$ cat src/rtl/seed_pkg.sv
// Shared definitions for the SEED ciphertext unload stage: datapath widths,
// round count, the output-side state encoding and a round-counter helper.
package seed_pkg;

    localparam int         SEED_HALF_W   = 64;
    localparam int         SEED_ROUNDS   = 16;
    localparam logic [3:0] SEED_LAST_RND = 4'd15;

    // Output holding register: empty, or holding a ciphertext not yet accepted
    typedef enum logic {
        EMPTY = 1'b0,
        FULL  = 1'b1
    } ct_state_e;

    // Advance the round counter, wrapping after the last round of a block
    function automatic logic [3:0] next_round(input logic [3:0] cnt, input logic [3:0] last);
        logic [3:0] nxt;
        if (cnt == last) begin
            nxt = 4'd0;
        end else begin
            nxt = cnt + 4'd1;
        end
        return nxt;
    endfunction

endpackage

$ cat src/rtl/seed_ct_skid2.sv
// Two-entry valid/ready buffer placed between ciphertext capture and the host
// output. Entry 0 is always the head presented on the output; entry 1 holds
// a second ciphertext captured while the head is still waiting. FIFO order.
module seed_ct_skid2
    import seed_pkg::*;
#(
    parameter int DATA_W = 2 * SEED_HALF_W
) (
    input  logic              i_clk,
    input  logic              i_rst_n,
    input  logic              i_valid,
    input  logic [DATA_W-1:0] i_data,
    output logic              o_ready,
    output logic              o_valid,
    output logic [DATA_W-1:0] o_data,
    input  logic              i_ready
);

    logic [1:0]        r_cnt;
    logic [DATA_W-1:0] r_e0;
    logic [DATA_W-1:0] r_e1;
    logic              w_push;
    logic              w_pop;

    // A full buffer can still take a new entry when the head leaves this cycle
    assign o_ready = (r_cnt != 2'd2) | i_ready;
    assign w_push  = i_valid & o_ready;
    assign w_pop   = i_ready & (r_cnt != 2'd0);
    assign o_valid = (r_cnt != 2'd0);
    assign o_data  = r_e0;

    // Entry storage and occupancy; entry 1 shifts into entry 0 on a pop
    always_ff @(posedge i_clk or negedge i_rst_n) begin
        if (!i_rst_n) begin
            r_cnt <= 2'd0;
            r_e0  <= '0;
            r_e1  <= '0;
        end else begin
            case (r_cnt)
                2'd0: begin
                    if (w_push) begin
                        r_e0  <= i_data;
                        r_cnt <= 2'd1;
                    end
                end
                2'd1: begin
                    if (w_push && w_pop) begin
                        r_e0 <= i_data;
                    end else if (w_pop) begin
                        r_cnt <= 2'd0;
                    end else if (w_push) begin
                        r_e1  <= i_data;
                        r_cnt <= 2'd2;
                    end
                end
                2'd2: begin
                    if (w_pop) begin
                        r_e0 <= r_e1;
                        if (w_push) begin
                            r_e1 <= i_data;
                        end else begin
                            r_cnt <= 2'd1;
                        end
                    end
                end
                default: begin
                    r_cnt <= 2'd0;
                end
            endcase
        end
    end

endmodule

$ cat src/rtl/seed_ct_unload.sv
// SEED ciphertext unload stage. Counts qualified round-sync events, captures
// {xor_in, hold_in} after the last round and presents the 128-bit ciphertext
// on a valid/ready interface, with sticky sequencing and overflow flags.
// Build option: SEED_CT_SKID_EN adds a two-entry output buffer (seed_ct_skid2)
// so one extra block can wait while the host stalls.
module seed_ct_unload
    import seed_pkg::*;
#(
    parameter int HALF_W   = SEED_HALF_W,
    parameter int N_ROUNDS = SEED_ROUNDS
) (
    input  logic                clk,
    input  logic                reset_n,
    input  logic                clk_en,
    input  logic                start_f,
    input  logic                sync,
    input  logic [3:0]          Rounds,
    input  logic [HALF_W-1:0]   xor_in,
    input  logic [HALF_W-1:0]   hold_in,
    input  logic                ct_ready,
    output logic                ct_valid,
    output logic [2*HALF_W-1:0] ct_data,
    output logic                busy,
    output logic                seq_err,
    output logic                ovf_err
);

    localparam logic [3:0] LAST_RND = 4'(N_ROUNDS - 1);

    logic [3:0]          r_rnd_cnt;
    logic                r_seq_err;
    logic                r_ovf_err;
    logic                w_qev;
    logic                w_capture;
    logic                w_ovf_set;
    logic [2*HALF_W-1:0] w_cap_data;

    assign w_qev      = clk_en & start_f & sync;
    assign w_capture  = w_qev & (r_rnd_cnt == LAST_RND);
    // Final round is taken without the Feistel swap
    assign w_cap_data = {xor_in, hold_in};

    assign busy    = (r_rnd_cnt != 4'd0);
    assign seq_err = r_seq_err;
    assign ovf_err = r_ovf_err;

    // Round counter: cleared whenever start_f is low, advances on each qualified event
    always_ff @(posedge clk or negedge reset_n) begin
        if (!reset_n) begin
            r_rnd_cnt <= 4'd0;
        end else if (!start_f) begin
            r_rnd_cnt <= 4'd0;
        end else if (w_qev) begin
            r_rnd_cnt <= next_round(r_rnd_cnt, LAST_RND);
        end
    end

    // Sticky sequence error: round control disagreed with our own count
    always_ff @(posedge clk or negedge reset_n) begin
        if (!reset_n) begin
            r_seq_err <= 1'b0;
        end else if (w_qev && (Rounds != r_rnd_cnt)) begin
            r_seq_err <= 1'b1;
        end
    end

    // Sticky overflow error: a captured block had nowhere to go
    always_ff @(posedge clk or negedge reset_n) begin
        if (!reset_n) begin
            r_ovf_err <= 1'b0;
        end else if (w_ovf_set) begin
            r_ovf_err <= 1'b1;
        end
    end

`ifdef SEED_CT_SKID_EN
    logic w_skid_in_ready;

    seed_ct_skid2 #(
        .DATA_W (2 * HALF_W)
    ) u_skid (
        .i_clk   (clk),
        .i_rst_n (reset_n),
        .i_valid (w_capture),
        .i_data  (w_cap_data),
        .o_ready (w_skid_in_ready),
        .o_valid (ct_valid),
        .o_data  (ct_data),
        .i_ready (ct_ready)
    );

    assign w_ovf_set = w_capture & ~w_skid_in_ready;
`else
    ct_state_e           r_state;
    ct_state_e           w_state_nxt;
    logic                w_load;
    logic [2*HALF_W-1:0] r_ct_data;

    // Output FSM next state: load on capture unless a stalled block is still held
    always_comb begin
        w_state_nxt = r_state;
        w_load      = 1'b0;
        w_ovf_set   = 1'b0;
        case (r_state)
            EMPTY: begin
                if (w_capture) begin
                    w_load      = 1'b1;
                    w_state_nxt = FULL;
                end else begin
                    w_state_nxt = EMPTY;
                end
            end
            FULL: begin
                if (w_capture) begin
                    if (ct_ready) begin
                        w_load = 1'b1;
                    end else begin
                        w_ovf_set = 1'b1;
                    end
                    w_state_nxt = FULL;
                end else if (ct_ready) begin
                    w_state_nxt = EMPTY;
                end else begin
                    w_state_nxt = FULL;
                end
            end
            default: begin
                w_state_nxt = EMPTY;
            end
        endcase
    end

    // Output FSM state register
    always_ff @(posedge clk or negedge reset_n) begin
        if (!reset_n) begin
            r_state <= EMPTY;
        end else begin
            r_state <= w_state_nxt;
        end
    end

    // Ciphertext holding register, only written when a block is accepted into it
    always_ff @(posedge clk or negedge reset_n) begin
        if (!reset_n) begin
            r_ct_data <= '0;
        end else if (w_load) begin
            r_ct_data <= w_cap_data;
        end
    end

    assign ct_valid = (r_state == FULL);
    assign ct_data  = r_ct_data;
`endif

endmodule
$ cat config.mk
export PLATFORM = sky130hd
export DESIGN_NAME = seed_ct_unload
export DESIGN_NICKNAME = d
export VERILOG_FILES = /design/src/rtl/seed_pkg.sv /design/src/rtl/seed_ct_skid2.sv /design/src/rtl/seed_ct_unload.sv
export SDC_FILE = /design/constraint.sdc
export NUM_CORES = 1
export LEC_CHECK = 0
export ABC_AREA = 1
export CAP_MARGIN = 20
export CORE_ASPECT_RATIO = 0.8
export CORE_MARGIN = 1.5
export CORE_UTILIZATION = 41
export DETAILED_ROUTE_END_ITERATION = 8
export GPL_TIMING_DRIVEN = 0
export PLACE_DENSITY = 0.91
export SLEW_MARGIN = 20
export SYNTH_ARGS = -nofsm -noshare
export SYNTH_HDL_FRONTEND = slang
export SYNTH_HIERARCHICAL = 1
export SYNTH_SLANG_ARGS = --single-unit
$ cat constraint.sdc
create_clock -name clk -period 2 [get_ports clk]
set_input_delay 0.6 -clock clk [delete_from_list [all_inputs] [get_ports clk]]
set_output_delay 0.6 -clock clk [all_outputs]
set_load 0.02 [all_outputs]
# After elaboration in Yosys (flattened, before gate mapping)

Cells that the tools add are included.

Add/subtract/negate cells: 1
Equal/unequal tests: 3
Mux-type cells: 12
Bitwise operators: 4
Reductions and logical operators: 2

Operators with widths:

| cell                                                            | number |
|---|---|
| 4-bit 2-to-1 mux                                                | 3 |
| 1-bit 2-to-1 mux                                                | 7 |
| 4-bit by 1-bit adder with 4-bit output, second input constant   | 1 |
| 4-bit equality test, second input constant                      | 1 |
| 4-bit != test                                                   | 1 |
| 1-bit case mux with 2 select lines                              | 2 |
| 4-bit nonzero test                                              | 1 |
| 1-bit AND                                                       | 3 |
| 2-bit by 1-bit != test with 1-bit output, second input constant | 1 |
| 1-bit logical AND                                               | 1 |
| 1-bit NOT                                                       | 1 |

Register bits after elaboration: 135
Bits of input ports: 138
Output and inout bits: 132
Word-level logic and storage cells: 27

# Longest topological paths before layout

Depth after elaboration: 5
Depth in mapped cells: 8
Depth with buffers taken out: 7

# Worst setup path before layout

OpenSTA, ideal clock, no wires.

Path kind: input to register
Start: in sync
End: reg r_ct_data[0], in the netlist ct_data[0]
Library setup time: 0.117 ns
Arrival: 1.390 ns
Data required time: 1.883 ns
Setup slack: 0.493 ns
Cell stages on the path: 7
Buffers on the path: 2
Cell sequence: nand3_1 > nor2_2 > nand2_1 > buf_4 > buf_6 > nand2_1 > nand2_1

Cells in the longest elaborated chain, start to end: 4
Elaborated cells between the ends (all ways): 5
Those cells by class: 3 x mux; 2 x bitwise

Ends and longest elaborated chain:

| what                                       | RTL line                                     | RTL |
|---|---|---|
| start, declared                            | seed_ct_unload.sv:16                         | `input logic sync,` |
| 1-bit AND *                                | seed_ct_unload.sv:38                         | `assign w_qev = clk_en & start_f & sync;` |
| 1-bit AND *                                | seed_ct_unload.sv:39                         | `assign w_capture = w_qev & (r_rnd_cnt == LAST_RND);` |
| 1-bit 2-to-1 mux, on equally long branches | seed_ct_unload.sv:114, seed_ct_unload.sv:106 |  |
| 1-bit case mux with 2 select lines *       | seed_ct_unload.sv:104                        | `case (r_state)` |
| end signal, assigned                       | seed_ct_unload.sv:147                        | `r_ct_data <= w_cap_data;` |
| end, declared                              | seed_ct_unload.sv:97                         | `logic [2*HALF_W-1:0] r_ct_data;` |

Every way passes the cells marked *; elsewhere a longest branch is shown, timed or not.
A chain may end at the register's enable or synchronous reset.

# Worst setup path in the final report

Start: reg r_ct_data[71], in the netlist ct_data[71]
End: out ct_data[71]

RTL lines:

| what          | RTL line             | RTL |
|---|---|---|
| end, declared | seed_ct_unload.sv:22 | `output logic [2*HALF_W-1:0] ct_data,` |

No word-level cell between the ends.

==> metrics.md <==
| Metric | Value |
|---|---|
| Buffers on Ports | ~270 |
| H-tree Lvls | 4 |
| Fmax achieved | ~0.51 GHz |
| Overall power | about 6.5 mW |
| Worst setup EP type | output pin |
| Nets | 1045 |
| Gate power share | 0.099 |
| Count of final setup violators | 0 |
| Largest net degree at the start of global routing | between 70 and 80 |
| Worst-path clk slew | 0.06 ns |
| Hold Violations, Final | 0 |
| Rows | 37 |
| CTS Root Cell | clkbuf_16 |
| Storage element area | approximately 3400 um2 |
| Static leakage | just over 6 nW |
| Layout area overhead | 67.44% |
| Antenna fix cells | 0 |
| Crit path kind | flip-flop to output pin |
| Synth Instances | approximately 620 |
| Starting density of the core | 0.4253 |
| Via count | approximately 5400 |
| Final period utilization | 0.9805 |
| Relative slew slack | 0.6555 |
| Max Cap Viol | 0 |
| Netlist cell types | 15 |
| RSZ-0062 raised after global routing | no |
| Slowest-stage cell, CP | clkdlybuf4s50_1 |
| CTS Buf Count | 17 |
| First-pass GRT wire length | roughly 27000 um |
| CP max stage delay | 0.60 ns |
| Worst Skew | 0.008673 ns |
| NetSw | 1.531 mW |
| DP Area | 8477 um2 |
| Latest clock arrival within the worst-skew pair | 0.40 ns |
| Yosys top cell area share | 0.6106 |
| CP required | between 1 and 1.5 ns |
| TNS Setup | 0 ns |
| Worst-path fanout max | 2 |
| Share of cells above drive strength 1 | 0.08170 |
| Vias per cell | about 4.9 |
| Post-route ant nets | 0 |
| TritonCTS Sinks | between 100 and 150 |
| TritonCTS clock tree | built |
| Post-Syn Area per Cell | 8.982 um2 |
| DR WL/cell | about 16 um |
| Clock power frac | 0.461 |
| Seq/Total Area, Yosys | 0.6106 |
| Buf/Inv on CP | 1 |
| Routability cong. | about 0.86 |
| Worst hold path type | primary input to async pin |
| Status | complete, no violations |
| Crit path DAT | 1.36 ns |
| Footprint of the multi-input gates | ~1800 um2 |
| Register bit total from synthesis | 135 |
| Yosys Warn Count | 6 |
| Vias in the first global route | approximately 5300 |
| Die height | roughly 110 um |
| Switching Share | 0.2371 |
| Power Dens Cells | about 700 nW/um2 |
| Design Area, Final | about 9300 um2 |
| Die width | about 130 um |
| Internal Power | 4.925 mW |
| Grt total ovfl | 0 |
| GRT Total Usage | 0.2432 |
| Synth Cell Area | 5533 um2 |
| Synth area leader | dfrtp_1 |
| Number of remaining DRC errors | 0 |
| Top Ports | between 200 and 300 |
| Post-Syn Nets | 756 |
| Startpoint Class | flip-flop |
| Initial detailed-routing violation count | approximately 280 |
| Worst hold margin | ~0.13 ns |
| Initial antenna violation count | 0 |
| Worst Tran Pin Value | slightly above 0.5 ns |
| Post-DP HPWL | 12480 um |
| Drt first pass iters | 4 |
| Routed WL | ~17000 um |
| Die footprint | around 14000 um2 |
| Filler cells | between 900 and 1000 |
| CORE AREA | 13010 um2 |
| Fin. max-slew vios | 0 |
| Sequential Power Share | 0.440 |
| Min Clock Period, post-route | 1.961 ns |
| CP delay by family, top | buffers and inverters |
| Worst VDD drop | between 400 and 500 uV |
| Post-CTS Setup Bufs | 0 |
| Critical path cell sequence | clkdlybuf4s50_1 |
| Top cells by area, synth | dfrtp_1 (61%), nand2_1 (19%), nand3_1 (12%) |
| Worst-case clock buffer depth | 2 |
through the flow:
| stage | util | std cells | worst slack [ns] |
|---|---|---|---|
| 2_1_floorplan | - | 616 | 0.4931 |
| 3_3_place_gp | 0.6491 | 1060 | -4.975 |
| 3_5_place_dp | 0.6516 | 1061 | -0.5855 |
| 4_1_cts | 0.6931 | 1093 | 0.0003003 |
| 5_1_grt | 0.7121 | 1093 | 0.0001984 |
| 6_report | 0.7121 | 1093 | 0.03905 |
cells in the final DEF, fill, tap and decap left out, types with 2 or more instances in the layout:
| cell | n |
|---|---|
| nand2_1 | 280 |
| clkdlybuf4s50_1 | 157 |
| dfrtp_1 | 135 |
| nand3_1 | 132 |
| dlymetal6s2s_1 | 93 |
| clkbuf_16 | 17 |
| dlygate4sd2_1 | 17 |
| buf_4 | 15 |
| inv_1 | 12 |
| buf_6 | 12 |
| clkbuf_2 | 7 |
| buf_2 | 5 |
| clkbuf_1 | 5 |
| clkinvlp_4 | 5 |
| nor2_1 | 4 |
| o21ai_0 | 3 |
| inv_6 | 3 |
| ha_1 | 2 |
| clkinv_2 | 2 |
| clkinv_4 | 2 |
routing by layer:
metal  global-route usage  share of wire  vias up
met5                    0              0        -
met4              0.07535          0.015        0
met3              0.07660          0.071       20
met2               0.4070           0.50      196
met1               0.3023           0.41     2595
li1                     -              -     2541
registers in the layout, summed over array words and instances, names as in the netlist:
register,flops
r_rnd_cnt,4
ct_valid,1
ct_data,128
seq_err,1
ovf_err,1
synth_stat cells:
master,n
a21oi_1,1
buf_2,5
buf_4,14
buf_6,12
clkbuf_1,11
dfrtp_1,135
ha_1,2
inv_1,13
nand2_1,280
nand3_1,133
nor2_1,4
nor2_2,1
o21ai_0,3
o21bai_1,1
xor2_1,1
logic make-up after synthesis:
kind of cell | after synthesis | synth area share
xor gates and xnor gates | 1 | 0.001583
AOI/OAI and AO/OA | 5 | 0.004974
adders and majority gates | 2 | 0.004522
buffers and inverters | 55 | 0.06422
DFF | 135 | 0.6106
and+or+nand+nor | 418 | 0.3141
cell type report:
cell class                 count  area share
tap                          175     0.02364
multi-input combinational    426      0.1948
inverter                      13    0.005267
sequential                   135      0.3647
buffer                        42     0.03404
clock buffer                  19     0.04781
clock inverter                13     0.01310
timing repair buffer         270      0.3167
path summary, 6_finish.rpt:
kind                                to         start  slack [ns]  depth (start not counted)
hold reg to reg            ct_data[92]   ct_data[92]        0.46                          2
setup / recovery           ct_data[71]   ct_data[71]        0.04                          1
hold / removal              ct_data[2]       reset_n        0.13                          1
max in group asynchronous  ct_data[96]       reset_n        1.13                          2
setup reg to reg           ct_data[17]  r_rnd_cnt[0]        0.35                          8
min in group clk           ct_data[92]   ct_data[92]        0.46                          2
repair_timing:
action	in CTS	in global routing
hold buffers	0	0
endpoints found under the setup margin	89	205
resized for setup	22	108
endpoints found under the hold margin	0	0
power groups by stage:
stage | combinational (mW) | clock [mW] | sequential, mW
4_1_cts | 0.650 | 3.02 | 2.84
2_1_floorplan | 0.0701 | 0 | 2.97
3_5_place_dp | 0.655 | 0 | 2.89
3_3_place_gp | 0.636 | 0 | 2.89
5_1_grt | 0.685 | 3.16 | 2.84
6_report | 0.638 | 2.98 | 2.84
Power figures use the tool's default switching activity.
